--- config.mk ---
export PLATFORM = sky130hd
export DESIGN_NAME = multicycle_controller
export DESIGN_NICKNAME = d
export VERILOG_FILES = /design/src/rtl/multicycle_controller_pkg.sv /design/src/rtl/aluDecoder.sv /design/src/rtl/multicycle_controller.sv
export SDC_FILE = /design/constraint.sdc
export NUM_CORES = 1
export LEC_CHECK = 0
export ABC_AREA = 1
export CAP_MARGIN = 10
export CORE_ASPECT_RATIO = 0.8
export CORE_MARGIN = 4
export CORE_UTILIZATION = 36
export CTS_CLUSTER_DIAMETER = 30
export DETAILED_ROUTE_END_ITERATION = 12
export GPL_ROUTABILITY_DRIVEN = 0
export PLACE_DENSITY = 0.82
export SLEW_MARGIN = 0
export SYNTH_ARGS = -nofsm -noshare
export SYNTH_HDL_FRONTEND = slang
export SYNTH_SLANG_ARGS = --single-unit
--- constraint.sdc ---
create_clock -name clk -period 1.7 [get_ports clk]
set_clock_uncertainty 0.05 [all_clocks]
set_input_delay 0.425 -clock clk [delete_from_list [all_inputs] [get_ports clk]]
set_output_delay 0.425 -clock clk [all_outputs]
set_load 0.01 [all_outputs]
--- src/rtl/multicycle_controller_pkg.sv ---
// Shared types and encodings for the multicycle RV32I controller and its ALU decoder.
package multicycle_controller_pkg;

  typedef enum logic [3:0] {
    S_FETCH, S_DECODE, S_MEMADR, S_MEMREAD, S_MEMWB, S_MEMWRITE,
    S_EXECR, S_EXECI, S_ALUWB, S_BRANCH, S_JAL, S_JALR, S_JALR2,
    S_LUI, S_AUIPC, S_FAULT
  } state_t;

  localparam logic [6:0] OP_LOAD  = 7'b0000011;
  localparam logic [6:0] OP_STORE = 7'b0100011;
  localparam logic [6:0] OP_R     = 7'b0110011;
  localparam logic [6:0] OP_I     = 7'b0010011;
  localparam logic [6:0] OP_BR    = 7'b1100011;
  localparam logic [6:0] OP_JAL   = 7'b1101111;
  localparam logic [6:0] OP_JALR  = 7'b1100111;
  localparam logic [6:0] OP_LUI   = 7'b0110111;
  localparam logic [6:0] OP_AUIPC = 7'b0010111;

  localparam logic [1:0] SRCA_PC    = 2'b00;
  localparam logic [1:0] SRCA_OLDPC = 2'b01;
  localparam logic [1:0] SRCA_RD1   = 2'b10;

  localparam logic [1:0] SRCB_RD2  = 2'b00;
  localparam logic [1:0] SRCB_IMM  = 2'b01;
  localparam logic [1:0] SRCB_FOUR = 2'b10;

  localparam logic [1:0] RES_ALUOUT    = 2'b00;
  localparam logic [1:0] RES_MEMDATA   = 2'b01;
  localparam logic [1:0] RES_ALURESULT = 2'b10;
  localparam logic [1:0] RES_IMMEXT    = 2'b11;

  localparam logic [2:0] IMM_I = 3'b000;
  localparam logic [2:0] IMM_S = 3'b001;
  localparam logic [2:0] IMM_B = 3'b010;
  localparam logic [2:0] IMM_J = 3'b011;
  localparam logic [2:0] IMM_U = 3'b100;

  localparam logic [1:0] ALUOP_ADD   = 2'b00;
  localparam logic [1:0] ALUOP_SUB   = 2'b01;
  localparam logic [1:0] ALUOP_FUNCT = 2'b10;

  localparam logic [3:0] ALU_ADD  = 4'b0000;
  localparam logic [3:0] ALU_SUB  = 4'b0001;
  localparam logic [3:0] ALU_AND  = 4'b0010;
  localparam logic [3:0] ALU_OR   = 4'b0011;
  localparam logic [3:0] ALU_XOR  = 4'b0100;
  localparam logic [3:0] ALU_SLT  = 4'b0101;
  localparam logic [3:0] ALU_SLTU = 4'b0110;
  localparam logic [3:0] ALU_SLL  = 4'b0111;
  localparam logic [3:0] ALU_SRL  = 4'b1000;
  localparam logic [3:0] ALU_SRA  = 4'b1001;

  // Immediate format depends only on the opcode, so it is valid in every state.
  function automatic logic [2:0] imm_src_of(input logic [6:0] op);
    case (op)
      OP_STORE:         return IMM_S;
      OP_BR:            return IMM_B;
      OP_JAL:           return IMM_J;
      OP_LUI, OP_AUIPC: return IMM_U;
      default:          return IMM_I;
    endcase
  endfunction

endpackage

--- src/rtl/aluDecoder.sv ---
// ALU operation and data-memory access-size decode from funct fields and ALUOp.
module aluDecoder
  import multicycle_controller_pkg::*;
(
  input  logic [2:0] funct3,
  input  logic       funct7_5,
  input  logic       op5,
  input  logic [1:0] alu_op,
  output logic [3:0] ALUControl,
  output logic [2:0] DATAMEMControl
);

  always_comb begin
    ALUControl = ALU_ADD;
    case (alu_op)
      ALUOP_SUB: ALUControl = ALU_SUB;
      ALUOP_FUNCT: begin
        case (funct3)
          3'b000:  ALUControl = (op5 && funct7_5) ? ALU_SUB : ALU_ADD;
          3'b001:  ALUControl = ALU_SLL;
          3'b010:  ALUControl = ALU_SLT;
          3'b011:  ALUControl = ALU_SLTU;
          3'b100:  ALUControl = ALU_XOR;
          3'b101:  ALUControl = funct7_5 ? ALU_SRA : ALU_SRL;
          3'b110:  ALUControl = ALU_OR;
          default: ALUControl = ALU_AND;
        endcase
      end
      default: ALUControl = ALU_ADD;
    endcase
  end

  // Loads and stores carry their byte/half/word and sign variant in funct3.
  assign DATAMEMControl = funct3;

endmodule

--- src/rtl/multicycle_controller.sv ---
// Multicycle RV32I control FSM: sequences fetch/decode/execute/memory/writeback
// with memory wait states and an optional per-access timeout.
module multicycle_controller
  import multicycle_controller_pkg::*;
#(
  parameter int MEM_TIMEOUT = 0,
  parameter int TO_W        = 8
) (
  input  logic       clk,
  input  logic       rst,
  input  logic [6:0] op,
  input  logic [2:0] funct3,
  input  logic       funct7_5,
  input  logic       zero,
  input  logic       mem_ready,
  output logic       mem_req,
  output logic       AdrSrc,
  output logic       IRWrite,
  output logic       PCWrite,
  output logic       MemWrite,
  output logic       RegWrite,
  output logic [1:0] ResultSrc,
  output logic [1:0] ALUSrcA,
  output logic [1:0] ALUSrcB,
  output logic [3:0] ALUControl,
  output logic [2:0] ImmSrc,
  output logic [2:0] DATAMEMControl,
  output logic       illegal,
  output logic       instr_retired
);

  localparam logic [TO_W-1:0] TO_LAST = TO_W'(MEM_TIMEOUT > 0 ? MEM_TIMEOUT - 1 : 0);

  state_t          state, state_next;
  logic [TO_W-1:0] wait_cnt;
  logic [1:0]      alu_op;
  logic            mem_access;
  logic            timeout;

  assign mem_access = (state == S_FETCH) || (state == S_MEMREAD) || (state == S_MEMWRITE);
  assign timeout    = (MEM_TIMEOUT != 0) && mem_access && !mem_ready && (wait_cnt == TO_LAST);

  always_ff @(posedge clk) begin
    if (rst) begin
      state    <= S_FETCH;
      wait_cnt <= '0;
    end else begin
      state <= state_next;
      if ((state_next != state) || mem_ready || !mem_access)
        wait_cnt <= '0;
      else
        wait_cnt <= wait_cnt + TO_W'(1);
    end
  end

  always_comb begin
    state_next = state;
    case (state)
      S_FETCH:    if (mem_ready) state_next = S_DECODE;
      S_DECODE: begin
        case (op)
          OP_LOAD, OP_STORE: state_next = S_MEMADR;
          OP_R:              state_next = S_EXECR;
          OP_I:              state_next = S_EXECI;
          OP_BR:             state_next = S_BRANCH;
          OP_JAL:            state_next = S_JAL;
          OP_JALR:           state_next = S_JALR;
          OP_LUI:            state_next = S_LUI;
          OP_AUIPC:          state_next = S_AUIPC;
          default:           state_next = S_FAULT;
        endcase
      end
      S_MEMADR:   state_next = op[5] ? S_MEMWRITE : S_MEMREAD;
      S_MEMREAD:  if (mem_ready) state_next = S_MEMWB;
      S_MEMWB:    state_next = S_FETCH;
      S_MEMWRITE: if (mem_ready) state_next = S_FETCH;
      S_EXECR:    state_next = S_ALUWB;
      S_EXECI:    state_next = S_ALUWB;
      S_ALUWB:    state_next = S_FETCH;
      S_BRANCH:   state_next = S_FETCH;
      S_JAL:      state_next = S_ALUWB;
      S_JALR:     state_next = S_JALR2;
      S_JALR2:    state_next = S_ALUWB;
      S_LUI:      state_next = S_FETCH;
      S_AUIPC:    state_next = S_ALUWB;
      S_FAULT:    state_next = S_FAULT;
      default:    state_next = S_FAULT;
    endcase
    if (timeout) state_next = S_FAULT;
  end

  // Reset overrides every enable so an access in flight is abandoned cleanly.
  always_comb begin
    mem_req       = 1'b0;
    AdrSrc        = 1'b0;
    IRWrite       = 1'b0;
    PCWrite       = 1'b0;
    MemWrite      = 1'b0;
    RegWrite      = 1'b0;
    ResultSrc     = RES_ALUOUT;
    ALUSrcA       = SRCA_PC;
    ALUSrcB       = SRCB_RD2;
    alu_op        = ALUOP_ADD;
    illegal       = 1'b0;
    ImmSrc        = imm_src_of(op);
    case (state)
      S_FETCH: begin
        mem_req = 1'b1;
        if (mem_ready) begin
          IRWrite   = 1'b1;
          PCWrite   = 1'b1;
          ALUSrcB   = SRCB_FOUR;
          ResultSrc = RES_ALURESULT;
        end
      end
      S_DECODE:   begin ALUSrcA = SRCA_OLDPC; ALUSrcB = SRCB_IMM; end
      S_MEMADR:   begin ALUSrcA = SRCA_RD1;   ALUSrcB = SRCB_IMM; end
      S_MEMREAD:  begin mem_req = 1'b1; AdrSrc = 1'b1; end
      S_MEMWB:    begin ResultSrc = RES_MEMDATA; RegWrite = 1'b1; end
      S_MEMWRITE: begin mem_req = 1'b1; AdrSrc = 1'b1; MemWrite = 1'b1; end
      S_EXECR:    begin ALUSrcA = SRCA_RD1; ALUSrcB = SRCB_RD2; alu_op = ALUOP_FUNCT; end
      S_EXECI:    begin ALUSrcA = SRCA_RD1; ALUSrcB = SRCB_IMM; alu_op = ALUOP_FUNCT; end
      S_ALUWB:    begin ResultSrc = RES_ALUOUT; RegWrite = 1'b1; end
      S_BRANCH: begin
        ALUSrcA = SRCA_RD1;
        ALUSrcB = SRCB_RD2;
        alu_op  = ALUOP_SUB;
        PCWrite = zero ^ funct3[0];
      end
      S_JAL:      begin ALUSrcA = SRCA_OLDPC; ALUSrcB = SRCB_FOUR; PCWrite = 1'b1; end
      S_JALR:     begin ALUSrcA = SRCA_RD1;   ALUSrcB = SRCB_IMM; end
      S_JALR2:    begin ALUSrcA = SRCA_OLDPC; ALUSrcB = SRCB_FOUR; PCWrite = 1'b1; end
      S_LUI:      begin ResultSrc = RES_IMMEXT; RegWrite = 1'b1; end
      S_AUIPC:    begin ALUSrcA = SRCA_OLDPC; ALUSrcB = SRCB_IMM; end
      S_FAULT:    illegal = 1'b1;
      default:    illegal = 1'b1;
    endcase
    instr_retired = (state != S_FETCH) && (state_next == S_FETCH);
    if (rst) begin
      mem_req       = 1'b0;
      IRWrite       = 1'b0;
      PCWrite       = 1'b0;
      MemWrite      = 1'b0;
      RegWrite      = 1'b0;
      illegal       = 1'b0;
      instr_retired = 1'b0;
    end
  end

  aluDecoder u_alu_decoder (
    .funct3         (funct3),
    .funct7_5       (funct7_5),
    .op5            (op[5]),
    .alu_op         (alu_op),
    .ALUControl     (ALUControl),
    .DATAMEMControl (DATAMEMControl)
  );

endmodule

==> results.md <==
- The run finished, with violations left.
- The checks that failed: setup timing.
- The switching component of the power is 1287 µW.
- After detailed routing, the total wire length is 6.909 mm.
- The later pin in the worst-skew pair is clocked with a latency of 0.24 ns.
- The flip-flop and latch count after synthesis is 4.
- The fill cell total of the finished layout is 57.
- The post-route fraction of the period consumed by the critical path is 1.311.
- Entering global routing, the biggest net connects 7 pins.
- The leakage power total is 0.001088 µW.
- The final number of max-transition violations is 0.
- The maximum fanout encountered on the critical timing path is 5.
- The number of top-level pins is 39.
- The unique cell type count in the Yosys netlist is 25.
- Of the cells placed in the final design, the portion with a size suffix greater than 1 is 0.7256.
- Counting instances, the worst hold path has a depth of 4.
- After layout, the worst setup slack is -0.5281 ns.
- Registers take 92.59 µm².
- The logic gate share of total power is 0.854.
- The via count is 1838.
- Using the TritonRoute via totals, the vias-per-cell ratio works out to 6.316.
- The internal portion of the total power is 1230 µW.
- The cts-stage hold buffer count is 0.
- The first-pass GRT wire length is 7.534 mm.
- Summing all multi-input logic gate instances after layout gives 849.6 µm².
- For the worst setup path, the data arrival time is 1.75 ns.
- The register with the most flip-flops in the final layout is state.
- During placement, the flow inserted port buffers numbering 38.
- In the routed design, unresolved DRC markers number 0.
- After clock tree synthesis, the clock-pin slew on the worst setup and hold paths is 0.04 ns.
- The average instance in the mapped netlist occupies 5.266 µm².
- The total power per unit cell area is 1231 nW/µm².
- The tightest hold margin is 0.7643 ns.
- The share of total power dissipated in the clock network is 0.048.
- Synthesis produced 153 cells.
- The most common cell after layout, fill and taps aside is buf_4.
- The layout net count is 285.
- The number of antenna violations at the first check in global routing is 0.
- The portion of total power attributed to sequential cells is 0.097.
- The sort of element at the end of the critical path is an output pin.
- In the final layout, the registers with the most flip-flops are state: 4 flops.
- The achievable frequency is 448.8 MHz.
- The x dimension of the die is 60.90 µm.
- Synthesis produced a netlist with a net count of 170.
- Counting I/O delays and the setup requirement, the final critical path takes 2.228 ns.
- The first TritonRoute pass finished after 5 iterations.
- The number of hold violations in the final report came to 0.
- STA classifies the critical path startpoint as a flop.
- The start of the worst register-to-register path is state[1]$_SDFF_PP0_.
- The global route total overflow is 0.
- The number of endpoints failing setup at the final stage is 21.
- The worst voltage drop across the vdd grid is 0.001265 V.
- The switching fraction of total power is 0.5113.
- The type of the tightest min-delay check is in -> reg.
- The initial utilization of the core area, before any placement, comes to 0.3766.
- In this run the cell area of the synthesized design comes to 805.8 µm².
- The required time at the endpoint of the critical path is 1.22 ns.
- The antenna diode count is 0.
- The number of routed nets with antenna violations is 0.
- The area growth from synthesis to layout is 153.7%.
- The number of global-route vias before repair is 1586.
- The DRC violation total after the first TritonRoute iteration is 185.
- The core region is 2140 µm².
- The TritonCTS clock tree is built.
- The synthesis warning total is 0.
- Measured along the y axis, the die boundary spans 50.32 µm.
- The register with the most flip-flops in the layout has 4 of them.
- The number of cells on the worst reg-to-reg path is 14.
- The clock tree buffer depth is 2.
- Summed over all nets, the half-perimeter wirelength after detailed placement is 2.715 mm.
- The type of the worst setup path is reg -> out.
- In the layout the commonest cells are buf_4 (66), nand2_1 (21), buf_2 (16), buf_6 (16).
- Counting every sink on the clock net gives 4.
- Setup repair after global routing could not meet its margin everywhere.
- The number of levels the H-tree was split into is 1.
- The worst max-slew margin expressed relative to the limit is 0.7933.
- Excluding fillers, the count of instances in the completed layout stands at 291.
- Max-cap violations in this run came to 0.
- The average wire length per cell after detail routing is 23.74 µm.
- The slew of the pin with the lowest slew margin is 0.3088 ns.
- The worst hold path begins at rst.
- For this run, the total global-route usage over all layers was measured as 0.3333.
- Tracing the worst setup path back leads to its startpoint at state[2]$_SDFF_PP0_.
- In this run the clock root is driven by a clkbuf_4.
- The initialized floorplan defines 15 standard-cell rows.
- The floorplan die area is 3064 µm².
- In this run, placement finished with an instance count of 254.
- The fraction of the yosys area taken by sequential cells is 0.09938.
- TritonCTS created 3 clock buffers.
[synthesized netlist by cell type]
| cell type | n | area, µm² |
|---|---|---|
| nand2_1 | 35 | 131.4 |
| inv_1 | 29 | 108.9 |
| nor2_1 | 23 | 86.33 |
| nand3_1 | 11 | 55.05 |
| o21ai_0 | 8 | 40.04 |
| a21oi_1 | 7 | 35.03 |
| nor2_4 | 5 | 56.30 |
| dfxtp_1 | 4 | 80.08 |
| nand2_2 | 4 | 25.02 |
| buf_4 | 3 | 22.52 |
| inv_2 | 3 | 11.26 |
| nor3_1 | 3 | 15.01 |
| ha_1 | 2 | 25.02 |
| nand4_1 | 2 | 12.51 |
| o211ai_1 | 2 | 15.01 |
| o21ai_1 | 2 | 10.01 |
| o21ai_2 | 2 | 17.52 |
| a31oi_1 | 1 | 6.260 |
| clkbuf_1 | 1 | 3.750 |
| nand2_4 | 1 | 11.26 |
| nand3_2 | 1 | 10.01 |
| nor2_2 | 1 | 6.260 |
| o2111ai_1 | 1 | 8.760 |
| o22ai_1 | 1 | 6.260 |
| or2_2 | 1 | 6.260 |
[cell families after synthesis]
logic type | Yosys count | synth area share
AO/OA/AOI/OAI | 24 | 0.1724
AND/OR/NAND/NOR | 87 | 0.5155
adder cells (fa/ha/maj) | 2 | 0.03105
buffers and inverters | 36 | 0.1817
flip-flops | 4 | 0.09938
[critical path: stages (launching register included)]
cell and delay (ns):
dfxtp_4 0.43, nor2_4 0.09, buf_4 0.13, nand3_1 0.13, o21ai_1 0.10, nor2_2 0.18
nand2_1 0.12, nor2_2 0.17, buf_2 0.17
[power by group through the flow]
stage          Sequential [µW]  Clock (µW)  Combinational (µW)
6_report                   245         122                2150
5_1_grt                    243         134                2240
4_1_cts                    210         123                1660
3_5_place_dp               175           0                1320
3_3_place_gp               173           0                1260
2_1_floorplan              183           0                 603
[routing by layer]
metal	track usage	wire length, µm	vias to the layer above
met5	0	0	-
met4	0.2022	674	0
met3	0.04627	850	83
met2	0.5872	3087	214
met1	0.3666	2297	833
li1	-	-	708
[stage by stage]
stage	setup slack (ns)	cell area (µm²)	TNS [ns]	power, µW	utilization
3_5_place_dp	-1.023	1548	-14.63	1499	0.7234
3_3_place_gp	-0.9753	1548	-13.57	1437	0.7234
2_1_floorplan	-0.01083	847.1	-0.01083	786.3	-
4_1_cts	-0.2935	1824	-3.740	1991	0.8526
6_report	-0.5281	2044	-5.941	2518	0.9556
5_1_grt	-0.6064	2044	-6.861	2615	0.9556
[worst paths after layout]
| check | to | slack [ns] |
|---|---|---|
| worst max register to register | state[1]$_SDFF_PP0_ | -0.46 |
| worst max-delay path | instr_retired | -0.53 |
| worst min-delay path | state[1]$_SDFF_PP0_ | 0.76 |
| worst min register to register | state[2]$_SDFF_PP0_ | 0.93 |
[layout make-up]
cell class | instances | area share
tap | 25 | 0.01530
clock buffer | 3 | 0.01102
inverter | 32 | 0.06793
multi-input combinational | 113 | 0.4155
timing repair buffer | 114 | 0.4449
sequential | 4 | 0.04529
[what timing repair did]
item                       4_1_cts  5_1_grt
setup endpoints to repair       25       22
buffers inserted                25       12
pin swaps                       29       29
gates cloned                     0        0
gates resized for setup        180       54
No activity file was read; power rests on OpenSTA's default activity.
==> RTL edit 1: new RTL, config.mk and constraints unchanged <==
Register the output `instr_retired`, cleared by the reset; this adds one clock of latency there. The other outputs are not delayed to match.
--- a/src/rtl/multicycle_controller.sv
+++ b/src/rtl/multicycle_controller.sv
@@ -31,4 +31,6 @@
 
   localparam logic [TO_W-1:0] TO_LAST = TO_W'(MEM_TIMEOUT > 0 ? MEM_TIMEOUT - 1 : 0);
+
+  logic instr_retired_d;
 
   state_t          state, state_next;
@@ -136,5 +138,5 @@
       default:    illegal = 1'b1;
     endcase
-    instr_retired = (state != S_FETCH) && (state_next == S_FETCH);
+    instr_retired_d = (state != S_FETCH) && (state_next == S_FETCH);
     if (rst) begin
       mem_req       = 1'b0;
@@ -144,5 +146,5 @@
       RegWrite      = 1'b0;
       illegal       = 1'b0;
-      instr_retired = 1'b0;
+      instr_retired_d = 1'b0;
     end
   end
@@ -157,4 +159,12 @@
   );
 
+  always_ff @(posedge clk) begin
+    if (rst) begin
+      instr_retired <= '0;
+    end else begin
+      instr_retired <= instr_retired_d;
+    end
+  end
+
 endmodule
 
Behaviour: not the same (a bounded check fails within 4 cycles, from zero or initial values and one cycle with rst high).
==> RTL edit 1 against the unedited design <==
The run now fails in 5_1_grt; synthesized area is 0.62% lower.
==> RTL edit 1: results (changes against the unedited design) <==
outcome stopped before the end; Exit stage 5_1_grt; error msg [ERROR DPL-0038] Utilization greater than 100%, impossible to legalize; Place WS -0.8930 ns (+0.1303 ns); Distinct cells, synth 24 (-4.0%); H-Tree Depth 1 (unchanged); Post-Syn Nets 171 (+0.59%); CTS Buffer Depth 2 (unchanged); Worst EP kind top-level output; Synth Warn # 0 (unchanged); Synth Register Bits 5 (+1); Post-synth ARST share 0% (unchanged); root buf cell clkbuf_4; Synth Flop Type dfxtp_1; Post-synth top cells 32 x nand2_1, 25 x inv_1, 22 x nor2_1; total clock buffers created by CTS 3 (unchanged); largest net degree at the start of global routing 6; dpl hpwl 2702 um (-0.48%); sequential area share after synthesis 12.50% (+2.6 points); Crit. endpoint post-GRT repair ALUControl[1]; I/O Buffers 38 (unchanged); ranking of synthesized cells by area nand2_1 15%, dfxtp_1 13%, nand3_1 12%, inv_1 12%, nor2_1 10%
-- RTL edit 1: cell count changes after synthesis, sizes merged, moves of 2 or more --
cell / before / now
inv: 32 / 30
nand4: 2 / 0
nand2: 40 / 34
nand3: 12 / 19
nor3: 3 / 6
a31oi: 1 / 3
-- RTL edit 1: what timing repair did --
item / in CTS
gates resized for setup: 128
setup buffers: 7
setup endpoints to repair: 25
pin swaps: 20
hold buffers: 0
-- RTL edit 1: cells by family after synthesis --
| group | Yosys count | synth area share [%] |
|---|---|---|
| and+or+nand+nor | 89 | 50.00 |
| DFF | 5 | 12.50 |
| AOI/OAI and AO/OA | 24 | 16.88 |
| adders and majority gates | 2 | 3.125 |
| buffers and inverters | 34 | 17.50 |
-- RTL edit 1: metrics by stage --
step / TNS, ns / cells / utilization, % / hold WS [ns] / instance area (um2)
after CTS: -2.816 / 278 / 87.28 / 0.6134 / 1743
after detailed placement: -13.50 / 267 / 82.39 / 0.6017 / 1645
after global placement: -12.55 / 267 / 82.39 / 0.5651 / 1645
after floorplan: 0 / 154 / - / 0.4441 / 852.1
==> RTL edit 2: new RTL, same flow settings <==
Made on the original files. Reset style: asynchronous (`rst`), changed in one clocked block.
--- a/src/rtl/multicycle_controller.sv
+++ b/src/rtl/multicycle_controller.sv
@@ -41,5 +41,5 @@
   assign timeout    = (MEM_TIMEOUT != 0) && mem_access && !mem_ready && (wait_cnt == TO_LAST);
 
-  always_ff @(posedge clk) begin
+  always_ff @(posedge clk or posedge rst) begin
     if (rst) begin
       state    <= S_FETCH;
Formal check against the unedited RTL: differs if rst is asserted again (counterexample within 4 cycles, from zero or initial values and one cycle with rst high); with rst held inactive, the same outputs for 10 cycles.
==> RTL edit 2 against the unedited design <==
The flow now stops in 5_1_grt; synthesized area shrank 2.0%.
==> RTL edit 2: results (changes against the unedited design) <==
dpl hpwl 2838 um (+4.5%); error msg [ERROR DPL-0038] Utilization greater than 100%, impossible to legalize; DP Area 1563 um2 (+0.97%); total clock buffers created by CTS 3 (unchanged); Post-synth top cells 34 x nand2_1, 26 x nor2_1, 18 x inv_1; Mapped Area 789.5 um2 (-2.0%); largest net degree at the start of global routing 7; Synth Flop Type dfrtp_1; Mapped Avg Cell Area 5.371 um2 (+2.0%); Exit stage 5_1_grt; CTS Buffer Depth 2 (unchanged); Synth Warn # 0 (unchanged); placed cells 246 (-3.1%); root buf cell clkbuf_4; I/O Buffers 38 (unchanged); H-Tree Depth 1 (unchanged); Post-synth ARST share 100.0% (+100 points); sequential area share after synthesis 12.68% (+2.7 points); Crit. endpoint post-GRT repair ALUControl[1]; ranking of synthesized cells by area nand2_1 16%, dfrtp_1 13%, nor2_1 12%, inv_1 8.6%, nand3_1 5.7%; outcome stopped before the end; Synth Register Bits 4 (unchanged); Post-Syn Nets 164 (-3.5%); Worst EP kind top-level output; Distinct cells, synth 25 (unchanged)
RTL edit 2: what timing repair did:
action,4_1_cts
gates resized for setup,160
gates cloned,0
pin swaps,22
buffers inserted,20
hold endpoints to repair,0
endpoints found under the setup margin,25
RTL edit 2: kinds of logic after synthesis:
kind of cell	count (synthesis)	synth area share, %
AOI/OAI and AO/OA	20	14.26
xor gates and xnor gates	1	1.110
adders and majority gates	2	3.169
buffers and inverters	31	16.16
DFF	4	12.68
and+or+nand+nor	89	52.61
RTL edit 2: through the flow:
step | util [%] | setup TNS, ns | hold WS (ns) | setup WS, ns
floorplan | - | -0.01250 | 0.1527 | -0.01250
global placement | 78.95 | -14.77 | 0.6119 | -1.108
detailed placement | 78.95 | -15.84 | 0.6169 | -1.180
CTS | 92.35 | -6.185 | 0.5260 | -0.3988
